==> config.mk <==
export PLATFORM = sky130hd
export DESIGN_NAME = uart_program_loader_flat
export DESIGN_NICKNAME = d
export VERILOG_FILES = /design/src/rtl/uart_program_loader_if.sv /design/src/rtl/uart_program_loader.sv /design/src/flat_wrapper.sv
export SDC_FILE = /design/constraint.sdc
export NUM_CORES = 1
export LEC_CHECK = 0
export ABC_AREA = 1
export ABC_CLOCK_PERIOD_IN_PS = 2700
export BUFFER_PORTS_ARGS = -buffer_cell sky130_fd_sc_hd__buf_2
export CORE_ASPECT_RATIO = 1.1
export CORE_MARGIN = 2
export CORE_UTILIZATION = 50
export DETAILED_ROUTE_END_ITERATION = 8
export PLACE_DENSITY_LB_ADDON = 0.15
export RECOVER_POWER = 100
export SLEW_MARGIN = 20
export SYNTH_ARGS = -nofsm -noshare
export SYNTH_HDL_FRONTEND = slang
export SYNTH_SLANG_ARGS = --single-unit
==> constraint.sdc <==
create_clock -name clk_g -period 2.7 [get_ports clk_g]
set_clock_uncertainty 0.15 [all_clocks]
set_input_delay 0.135 -clock clk_g [delete_from_list [all_inputs] [get_ports clk_g]]
set_output_delay 0.135 -clock clk_g [all_outputs]
set_load 0.01 [all_outputs]
==> src/rtl/uart_program_loader_if.sv <==
// Byte-stream input, memory write port and status outputs of the program loader.
interface uart_program_loader_if;
  logic [7:0]  al_veri;
  logic        al_gecerli;
  logic [31:0] bellek_adres;
  logic [31:0] bellek_veri;
  logic        bellek_yaz;
  logic        bellek_hazir;
  logic        cekirdek_rst;
  logic        yukleme_bitti;
  logic        hata;

  // Loader side: consumes bytes, drives the memory write port and status.
  modport master (
    input  al_veri, al_gecerli, bellek_hazir,
    output bellek_adres, bellek_veri, bellek_yaz, cekirdek_rst, yukleme_bitti, hata
  );

  // Environment side: UART receiver and memory.
  modport slave (
    output al_veri, al_gecerli, bellek_hazir,
    input  bellek_adres, bellek_veri, bellek_yaz, cekirdek_rst, yukleme_bitti, hata
  );
endinterface

==> src/rtl/uart_program_loader.sv <==
// Boot loader: parses a framed program image from the UART byte stream, writes
// little-endian words to memory and releases the core once the checksum matches.
module uart_program_loader #(
  parameter logic [31:0] BASLANGIC_ADRESI = 32'h0000_0000,
  parameter logic [7:0]  SENKRON_BAYT     = 8'hA5,
  parameter logic [15:0] MAKS_KELIME      = 16'd4096,
  parameter logic [31:0] ZAMAN_ASIMI      = 32'd5_000_000
) (
  input logic                    clk_g,
  input logic                    rst_g,
  uart_program_loader_if.master  bus
);

  typedef enum logic [2:0] {
    StBekleSenkron, StUzunluk0, StUzunluk1, StVeri, StYaz, StSaglama, StBitti, StHata
  } state_e;

  state_e      state_q, state_d;
  logic [31:0] adres_q, adres_d;
  logic [31:0] veri_q, veri_d;
  logic [23:0] word_q, word_d;
  logic [1:0]  idx_q, idx_d;
  logic [15:0] n_q, n_d;
  logic [15:0] cnt_q, cnt_d;
  logic [7:0]  chk_q, chk_d;
  logic [31:0] tmo_q, tmo_d;
  logic [7:0]  hold_q, hold_d;
  logic        hold_v_q, hold_v_d;

  logic        consuming;
  logic        byte_v;
  logic [7:0]  byte_b;
  logic [15:0] n_new;

  // Next-state logic: byte parsing, write handshake, holding register and timeout.
  always_comb begin
    state_d  = state_q;
    adres_d  = adres_q;
    veri_d   = veri_q;
    word_d   = word_q;
    idx_d    = idx_q;
    n_d      = n_q;
    cnt_d    = cnt_q;
    chk_d    = chk_q;
    hold_d   = hold_q;
    hold_v_d = hold_v_q;
    n_new    = {bus.al_veri, n_q[7:0]};

    consuming = (state_q == StUzunluk0) || (state_q == StUzunluk1) ||
                (state_q == StVeri) || (state_q == StSaglama);

    // A held byte is older than any byte arriving now, so it is processed first
    // and the new one takes its place in the holding register.
    byte_v = bus.al_gecerli;
    byte_b = bus.al_veri;
    if (consuming && hold_v_q) begin
      byte_v   = 1'b1;
      byte_b   = hold_q;
      hold_v_d = bus.al_gecerli;
      hold_d   = bus.al_veri;
    end

    if (bus.al_gecerli)  tmo_d = '0;
    else if (consuming)  tmo_d = tmo_q + 32'd1;
    else                 tmo_d = '0;

    case (state_q)
      StBekleSenkron, StHata: begin
        hold_v_d = 1'b0;
        if (bus.al_gecerli && (bus.al_veri == SENKRON_BAYT)) begin
          chk_d   = '0;
          cnt_d   = '0;
          n_d     = '0;
          idx_d   = '0;
          word_d  = '0;
          adres_d = BASLANGIC_ADRESI;
          state_d = StUzunluk0;
        end
      end
      StUzunluk0: begin
        if (byte_v) begin
          n_d[7:0] = byte_b;
          chk_d    = chk_q ^ byte_b;
          state_d  = StUzunluk1;
        end
      end
      StUzunluk1: begin
        if (byte_v) begin
          n_new = {byte_b, n_q[7:0]};
          n_d   = n_new;
          chk_d = chk_q ^ byte_b;
          if (n_new > MAKS_KELIME) state_d = StHata;
          else if (n_new == 16'd0) state_d = StSaglama;
          else                     state_d = StVeri;
        end
      end
      StVeri: begin
        if (byte_v) begin
          chk_d = chk_q ^ byte_b;
          idx_d = idx_q + 2'd1;
          if (idx_q == 2'd3) begin
            veri_d  = {byte_b, word_q};
            state_d = StYaz;
          end else begin
            word_d = {byte_b, word_q[23:8]};
          end
        end
      end
      StYaz: begin
        if (bus.al_gecerli && hold_v_q) begin
          // Second byte while stalled: no room left, abandon the frame.
          hold_v_d = 1'b0;
          state_d  = StHata;
        end else begin
          if (bus.al_gecerli) begin
            hold_d   = bus.al_veri;
            hold_v_d = 1'b1;
          end
          if (bus.bellek_hazir) begin
            adres_d = adres_q + 32'd4;
            cnt_d   = cnt_q + 16'd1;
            state_d = ((cnt_q + 16'd1) == n_q) ? StSaglama : StVeri;
          end
        end
      end
      StSaglama: begin
        if (byte_v) state_d = (byte_b == chk_q) ? StBitti : StHata;
      end
      StBitti: hold_v_d = 1'b0;
      default: state_d = StBekleSenkron;
    endcase

    if (consuming && !bus.al_gecerli && (tmo_d == ZAMAN_ASIMI)) begin
      state_d  = StHata;
      hold_v_d = 1'b0;
    end
  end

  // State and datapath registers with synchronous reset.
  always_ff @(posedge clk_g) begin
    if (rst_g) begin
      state_q  <= StBekleSenkron;
      adres_q  <= BASLANGIC_ADRESI;
      veri_q   <= '0;
      word_q   <= '0;
      idx_q    <= '0;
      n_q      <= '0;
      cnt_q    <= '0;
      chk_q    <= '0;
      tmo_q    <= '0;
      hold_q   <= '0;
      hold_v_q <= 1'b0;
    end else begin
      state_q  <= state_d;
      adres_q  <= adres_d;
      veri_q   <= veri_d;
      word_q   <= word_d;
      idx_q    <= idx_d;
      n_q      <= n_d;
      cnt_q    <= cnt_d;
      chk_q    <= chk_d;
      tmo_q    <= tmo_d;
      hold_q   <= hold_d;
      hold_v_q <= hold_v_d;
    end
  end

  assign bus.bellek_adres  = adres_q;
  assign bus.bellek_veri   = veri_q;
  assign bus.bellek_yaz    = (state_q == StYaz);
  assign bus.cekirdek_rst  = (state_q != StBitti);
  assign bus.yukleme_bitti = (state_q == StBitti);
  assign bus.hata          = (state_q == StHata);

endmodule
==> src/flat_wrapper.sv <==
// flat-port wrapper written by rule: the top's interface ports become plain ports
module uart_program_loader_flat 
#(
  parameter logic [31:0] BASLANGIC_ADRESI = 32'h0000_0000,
  parameter logic [7:0]  SENKRON_BAYT     = 8'hA5,
  parameter logic [15:0] MAKS_KELIME      = 16'd4096,
  parameter logic [31:0] ZAMAN_ASIMI      = 32'd5_000_000
)
  (clk_g, rst_g, bus_al_veri, bus_al_gecerli, bus_bellek_hazir, bus_bellek_adres, bus_bellek_veri, bus_bellek_yaz, bus_cekirdek_rst, bus_yukleme_bitti, bus_hata);
  uart_program_loader_if bus_i ();
  input logic clk_g;
  input logic rst_g;
  input wire logic [$bits(bus_i.al_veri)-1:0] bus_al_veri;
  input wire logic [$bits(bus_i.al_gecerli)-1:0] bus_al_gecerli;
  input wire logic [$bits(bus_i.bellek_hazir)-1:0] bus_bellek_hazir;
  output wire logic [$bits(bus_i.bellek_adres)-1:0] bus_bellek_adres;
  output wire logic [$bits(bus_i.bellek_veri)-1:0] bus_bellek_veri;
  output wire logic [$bits(bus_i.bellek_yaz)-1:0] bus_bellek_yaz;
  output wire logic [$bits(bus_i.cekirdek_rst)-1:0] bus_cekirdek_rst;
  output wire logic [$bits(bus_i.yukleme_bitti)-1:0] bus_yukleme_bitti;
  output wire logic [$bits(bus_i.hata)-1:0] bus_hata;
  assign bus_i.al_veri = bus_al_veri;
  assign bus_i.al_gecerli = bus_al_gecerli;
  assign bus_i.bellek_hazir = bus_bellek_hazir;
  assign bus_bellek_adres = bus_i.bellek_adres;
  assign bus_bellek_veri = bus_i.bellek_veri;
  assign bus_bellek_yaz = bus_i.bellek_yaz;
  assign bus_cekirdek_rst = bus_i.cekirdek_rst;
  assign bus_yukleme_bitti = bus_i.yukleme_bitti;
  assign bus_hata = bus_i.hata;
  uart_program_loader #(.BASLANGIC_ADRESI(BASLANGIC_ADRESI), .SENKRON_BAYT(SENKRON_BAYT), .MAKS_KELIME(MAKS_KELIME), .ZAMAN_ASIMI(ZAMAN_ASIMI)) u_core (.clk_g(clk_g), .rst_g(rst_g), .bus(bus_i));
endmodule
; Word-level counts from Yosys, hierarchy flattened
; Index checks and enable logic that the tools add are counted.
[classes]
n_addsub = 4
mul = 0
div = 0
order_cmp = 1
n_eq_ne = 28
shift = 0
muxes = 48
bitwise = 2
reduce_logical = 29
[ops]
columns = operator, count
row1 = $mux W32, 5
row2 = $mux W24, 3
row3 = $mux W16, 4
row4 = $mux W8, 8
row5 = $pmux W32 S2, 1
row6 = $pmux W24 S2, 1
row7 = $mux W3, 12
row8 = $add A32 B1 Y32 const B, 1
row9 = $add A32 B3 Y32 const B, 1
row10 = $eq A32 B23 Y1 const B, 1
row11 = $pmux W16 S2, 1
row12 = $pmux W8 S2, 2
row13 = $pmux W8 S3, 1
row14 = $pmux W3 S6, 1
row15 = $add A16 B1 Y16 const B, 1
row16 = $eq A16 B16 Y1, 1
row17 = $gt A16 B13 Y1 const B, 1
row18 = $logic_not A16 Y1, 1
row19 = $eq A3 B3 Y1 const B, 4
row20 = $ne A3 B2 Y1 const B, 4
row21 = $reduce_and A3 Y1, 4
row22 = $reduce_and A4 Y1, 3
row23 = $ne A2 B1 Y1 const B, 5
row24 = $reduce_bool A2 Y1, 5
row25 = other kinds (24), 41
[totals]
register_bits = 174
latchBits = 0
mem_bits_rw = 0
mem_bits_ro = 0
in_bits = 12
output_inout_bits = 68
wordCells = 124
mem_count = 0

; Depth between registers and ports, before layout
[depth]
depth_word = 12
depth_mapped = 19
depth_no_buf = 19

; Least setup slack after synthesis
; No wires, ideal clock.
[synth_timing]
path_kind = register to register
startpoint = reg u_core.state_q[2]
endpoint = reg u_core.state_q[0]
setup_ps = 132
arrival_time_ps = 1811
required_ps = 2418
setup_slack_ps = 607
path_stages_with_launch = 16
path_buffers = 3
synth_period_minus_slack_ps = 2093
cell_sequence = dfxtp_1 > buf_6 > clkinv_4 > nand2_2 > nand2_4 > nand2_2 > buf_6 > buf_8 > nand2_2 > o21ai_4 > xor2_1 > nand2_1 > nor3_1 > nand4_1 > a21oi_1 > a21oi_1
[synth_between]
elab_chain_len = 11
word_cells_on_any_way = 36
classes_between = order compare (1) / eq/ne (15) / mux (10) / reduce/logical (10)
[synth_lines]
columns = item, line_no
row1 = from (decl), uart_program_loader.sv:18  ; state_e state_q, state_d;
row2 = from (signal assigned), uart_program_loader.sv:142  ; state_q <= StBekleSenkron;
row3 = from (signal assigned), uart_program_loader.sv:154  ; state_q <= state_d;
row4 = $eq A3 B1 Y1 or $eq A3 B2 Y1 (tied branches), "uart_program_loader.sv:49, uart_program_loader.sv:67"
row5 = $logic_or A1 B1 Y1 (2 in a row), uart_program_loader.sv:49  ; consuming = (state_q == StUzunluk0) || (state_q == StUzunluk1) ||
row6 = $logic_or A1 B1 Y1, uart_program_loader.sv:50  ; (state_q == StVeri) || (state_q == StSaglama);
row7 = $logic_and A1 B1 Y1, uart_program_loader.sv:56  ; if (consuming && hold_v_q) begin
row8 = $mux W8, uart_program_loader.sv:56
row9 = $gt A16 B13 Y1 or $eq A8 B8 Y1 (tied branches), "uart_program_loader.sv:92, uart_program_loader.sv:127"
row10 = $mux W3 or $mux W1 (tied branches), "uart_program_loader.sv:92, uart_program_loader.sv:127"
row11 = "$mux W3, on equally long branches", "uart_program_loader.sv:88, uart_program_loader.sv:127"
row12 = $pmux W3 S6, uart_program_loader.sv:67  ; case (state_q)
row13 = $mux W3, uart_program_loader.sv:133  ; if (consuming && !bus.al_gecerli && (tmo_d == ZAMAN_ASIMI)) begin
; Several ways; a longest one is shown, not always the timed one. The select of a mux whose other input is x is not followed.
; A chain may end at the register's enable or synchronous reset.

; Worst setup path after layout
[layout_timing]
startpoint = reg u_core.state_q[0]
endpoint = reg u_core.adres_q[20], in the netlist u_core.bus.bellek_adres[20]
[layout_between]
elab_chain_len = 4
word_cells_on_any_way = 10
classes_between = eq/ne (5) / mux (1) / reduce/logical (4)
[layout_lines]
columns = item, line_no
row1 = $eq A3 B3 Y1 or $logic_not A3 Y1 (tied branches), uart_program_loader.sv:67
row2 = $reduce_or A2 Y1, uart_program_loader.sv:67
row3 = $ne A2 B1 Y1 (no line) or $reduce_bool A2 Y1 (tied branches), -
row4 = $reduce_and A4 Y1 (no line), -
row5 = to (signal assigned), uart_program_loader.sv:155  ; adres_q <= adres_d;
row6 = to (decl), uart_program_loader.sv:19  ; logic [31:0] adres_q, adres_d;
; Several ways; a longest one is shown, not always the timed one.

==> flow_metrics.py <==
metrics = {
    "run_status": {
        "status": "complete, no violations",
    },
    "setup_path": {
        "worstSetupPathType": "flip-flop to flip-flop",
        "cpMaxStageDelayCell": "dfxtp_1",
        "worstSetupPathDepth": 14,
        "crit_family": "simple AND/OR/NAND/NOR gates",
        "critical_path_buf_inv_count": 2,
        "cp-start-kind": "flip-flop",
        "rrSetupSlack_ns": 0.19,
        "path_cells": "inv_1 > nand2_2 > nor2_8 > inv_2 > a21oi_1 > nor2_1 > a21oi_2 > nand2_2 > nor2_8 > nand3_4 > nor3_4 > nand2_1 > o21ai_0 > nor2_1",
        "cp_data_arrival_time_ns": 2.69,
        "cpPeakStageDelay_ns": 0.36,
        "reg2reg_from": "u_core.state_q[0]",
        "reg2regPathDepth": 14,
        "crit_fanout": 9,
        "worst_setup_path_end_kind": "flip-flop",
        "worst_r2r_endpoint": "u_core.bus.bellek_adres[20]",
        "critPathRequiredTime_ns": 2.89,
    },
    "clock_network": {
        "clk_pin_slew_worst_paths_ns": 0.08,
        "clock-sinks": 172,
        "cts_buffers": 17,
        "cts_tree": "built",
        "cts_max_level": 4,
        "ctsLongestPathBuffers": 2,
        "cts_root_buffer": "clkbuf_16",
        "clkLatencyLatePin_ns": 0.44,
    },
    "timing": {
        "slew_headroom": 0.4536,
        "rsz0062_at_grt": "no",
        "hold_violations": 0,
        "worst_pin_slew_ns": 0.8196,
        "period_share": 0.9278,
        "min_period_ns": 2.505,
        "slew_viol_final": 0,
        "fin_ws_ns": 0.1949,
        "setup_tns_ns": 0,
        "setup_viol": 0,
        "hold_ws_ns": 0.1688,
        "timing.fmax_ghz": 0.3992,
    },
    "worst_hold_path": {
        "min_path_type": "primary input to flip-flop",
        "min_to": "u_core.state_q[0]",
        "hold_path_depth": 6,
        "min_from": "bus_bellek_hazir",
    },
    "drt": {
        "drt_wl_total_mm": 23.73,
        "drtIter0Drc": 627,
        "vias": 8807,
        "ant_nets": 0,
        "viasPerCell": 5.233,
        "wire_per_inst_um": 14.10,
        "drc": 0,
        "dr.pass1.iters": 5,
    },
    "layout": {
        "layout_commonest_cell": "nand2_1",
        "fin_nets": 1448,
        "final_cell_mix": "279 x nand2_1, 198 x nor2_1, 172 x dfxtp_1",
        "multi_input_area_um2": 4733,
        "syn_to_final_growth_pct": 14.91,
        "antenna_cells": 0,
        "seq_area_um2": 3443,
        "drive_gt1_frac": 0.08581,
        "n_fill_cell": 1739,
    },
    "job": {
        "max_cap_violations": 0,
    },
    "place": {
        "dp_hpwl_mm": 17.57,
        "place_ws_ns": 0.1281,
        "gp_congestion": 0.9348,
        "numPortBuffers": 77,
    },
    "floorplan": {
        "start_util": 0.5079,
        "die_h_um": 144.5,
        "coreArea_um2": 17680,
        "dieArea_um2": 19040,
        "pin_count": 80,
        "num_rows": 51,
        "die_w_um": 131.8,
    },
    "power_and_ir_drop": {
        "leakagePower_nw": 3.764,
        "switchingPower_mw": 1.556,
        "powerDensity_nw_per_um2": 533.2,
        "internal_power_mw": 3.945,
        "pwr-share-comb": 0.069,
        "p_total_mw": 5.501,
        "ir_drop_uv": 436.6,
        "p_seq_frac": 0.467,
        "switching_share": 0.2828,
        "p_clk_frac": 0.464,
    },
    "synthesis": {
        "synth_edf_count": 0,
        "ys_warn_count": 0,
        "ys_async_sr_fraction": 0,
        "yosysUniqueCellTypes": 48,
        "synth-seq-cells": 172,
        "syn_inst": 1341,
        "syn_area_um2": 8977,
        "ys_seq_area_frac": 0.3836,
        "ys_dominant_reg_cell": "dfxtp_1",
        "avgSynthCellArea_um2": 6.695,
    },
    "global_routing": {
        "grt_pass1_wl_mm": 39.19,
        "grt_start_max_net_pins": 57,
        "grt_pass1_vias": 8009,
        "grt_usage": 0.2530,
        "global_route.overflow_total": 0,
        "antenna_found_initial": 0,
    },
}
==> worst max path at each step <==
stage,from,end
floorplan,u_core.state_q[2],u_core.state_q[0]
finish,u_core.state_q[0],u_core.bus.bellek_adres[20]
detailed placement,u_core.tmo_q[0],u_core.state_q[1]
global placement,u_core.state_q[0],u_core.state_q[0]
CTS,u_core.tmo_q[0],u_core.state_q[1]
global route,u_core.tmo_q[0],u_core.state_q[2]
==> final cells by class <==
cell class / instances / share of cell area
Tap cell: 238 / 0.02887
Sequential cell: 172 / 0.3338
Multi-Input combinational cell: 963 / 0.4588
Clock buffer: 17 / 0.04124
Timing Repair Buffer: 114 / 0.05664
Inverter: 164 / 0.06016
Clock inverter: 15 / 0.02050
==> state kept, by name, indices dropped and copies added, names as in the netlist <==
name and cells:
u_core.bus.bellek_adres 30, u_core.bus.bellek_veri 32, u_core.chk_q 8, u_core.cnt_q 16
u_core.hold_q 8, u_core.hold_v_q 1, u_core.idx_q 2, u_core.n_q 16
u_core.state_q 3, u_core.tmo_q 32, u_core.word_q 24
==> layer usage <==
layer,vias up,track usage,share of wire
met5,-,0,0
met2,233,0.4285,0.47
met3,36,0.03785,0.044
met1,3965,0.3341,0.47
met4,0,0.08066,0.020
li1,4573,-,-
==> stage by stage <==
stage	utilization	instance area, um2	cells
5_1_grt	0.5836	10320	1683
3_3_place_gp	0.5448	9630	1639
4_1_cts	0.5865	10370	1681
6_report	0.5836	10320	1683
2_1_floorplan	-	8981	1342
3_5_place_dp	0.5448	9630	1639
==> kinds of logic (layout without fill, tap and decap cells) <==
family | after synthesis | in the layout | share of synthesized area
AO/OA/AOI/OAI | 229 | 229 | 0.1479
XOR/XNOR | 25 | 25 | 0.02439
adder cells (fa/ha/maj) | 4 | 4 | 0.005575
buffers and inverters | 207 | 310 | 0.09408
flip-flops | 172 | 172 | 0.3836
other | 1 | 2 | 0.0004177
AND/OR/NAND/NOR | 703 | 703 | 0.3441
==> cells in the mapped netlist, types with 8 or more instances <==
cell type / instances / area share
nor2_1: 201 / 0.084
o21ai_1: 9 / 0.0050
xor2_1: 17 / 0.017
nor3_1: 41 / 0.023
nand4_1: 26 / 0.018
a211oi_1: 16 / 0.013
inv_2: 18 / 0.0075
a21oi_1: 102 / 0.057
nand3_1: 108 / 0.060
clkbuf_1: 21 / 0.0088
o22ai_1: 17 / 0.012
xnor2_1: 8 / 0.0078
nand2_2: 9 / 0.0063
buf_2: 14 / 0.0078
nor4_1: 9 / 0.0063
inv_1: 145 / 0.061
dfxtp_1: 172 / 0.38
nor2_2: 9 / 0.0063
nand2_1: 279 / 0.12
o21ai_0: 54 / 0.030
==> tightest hold or removal path, stage by stage <==
cell	delay (ns)
buf_2	0.08
inv_1	0.08
nand2_1	0.11
a31oi_1	0.09
a21oi_1	0.14
a21oi_1	0.08
==> what timing repair did <==
| item | CTS | global route |
|---|---|---|
| endpoints found under the hold margin | 13 | 0 |
| buffers inserted | 0 | 2 |
| setup endpoints to repair | 0 | 17 |
| resized for setup | 0 | 15 |
| hold buffers | 10 | 0 |
==> power by group through the flow <==
stage / combinational, mW / sequential (mW) / clock (mW)
CTS: 0.386 / 2.57 / 2.59
finish: 0.379 / 2.57 / 2.55
floorplan: 0.267 / 2.63 / 0
global placement: 0.372 / 2.63 / 0
detailed placement: 0.373 / 2.63 / 0
global route: 0.421 / 2.57 / 2.71
No activity file was read; power rests on OpenSTA's default activity.
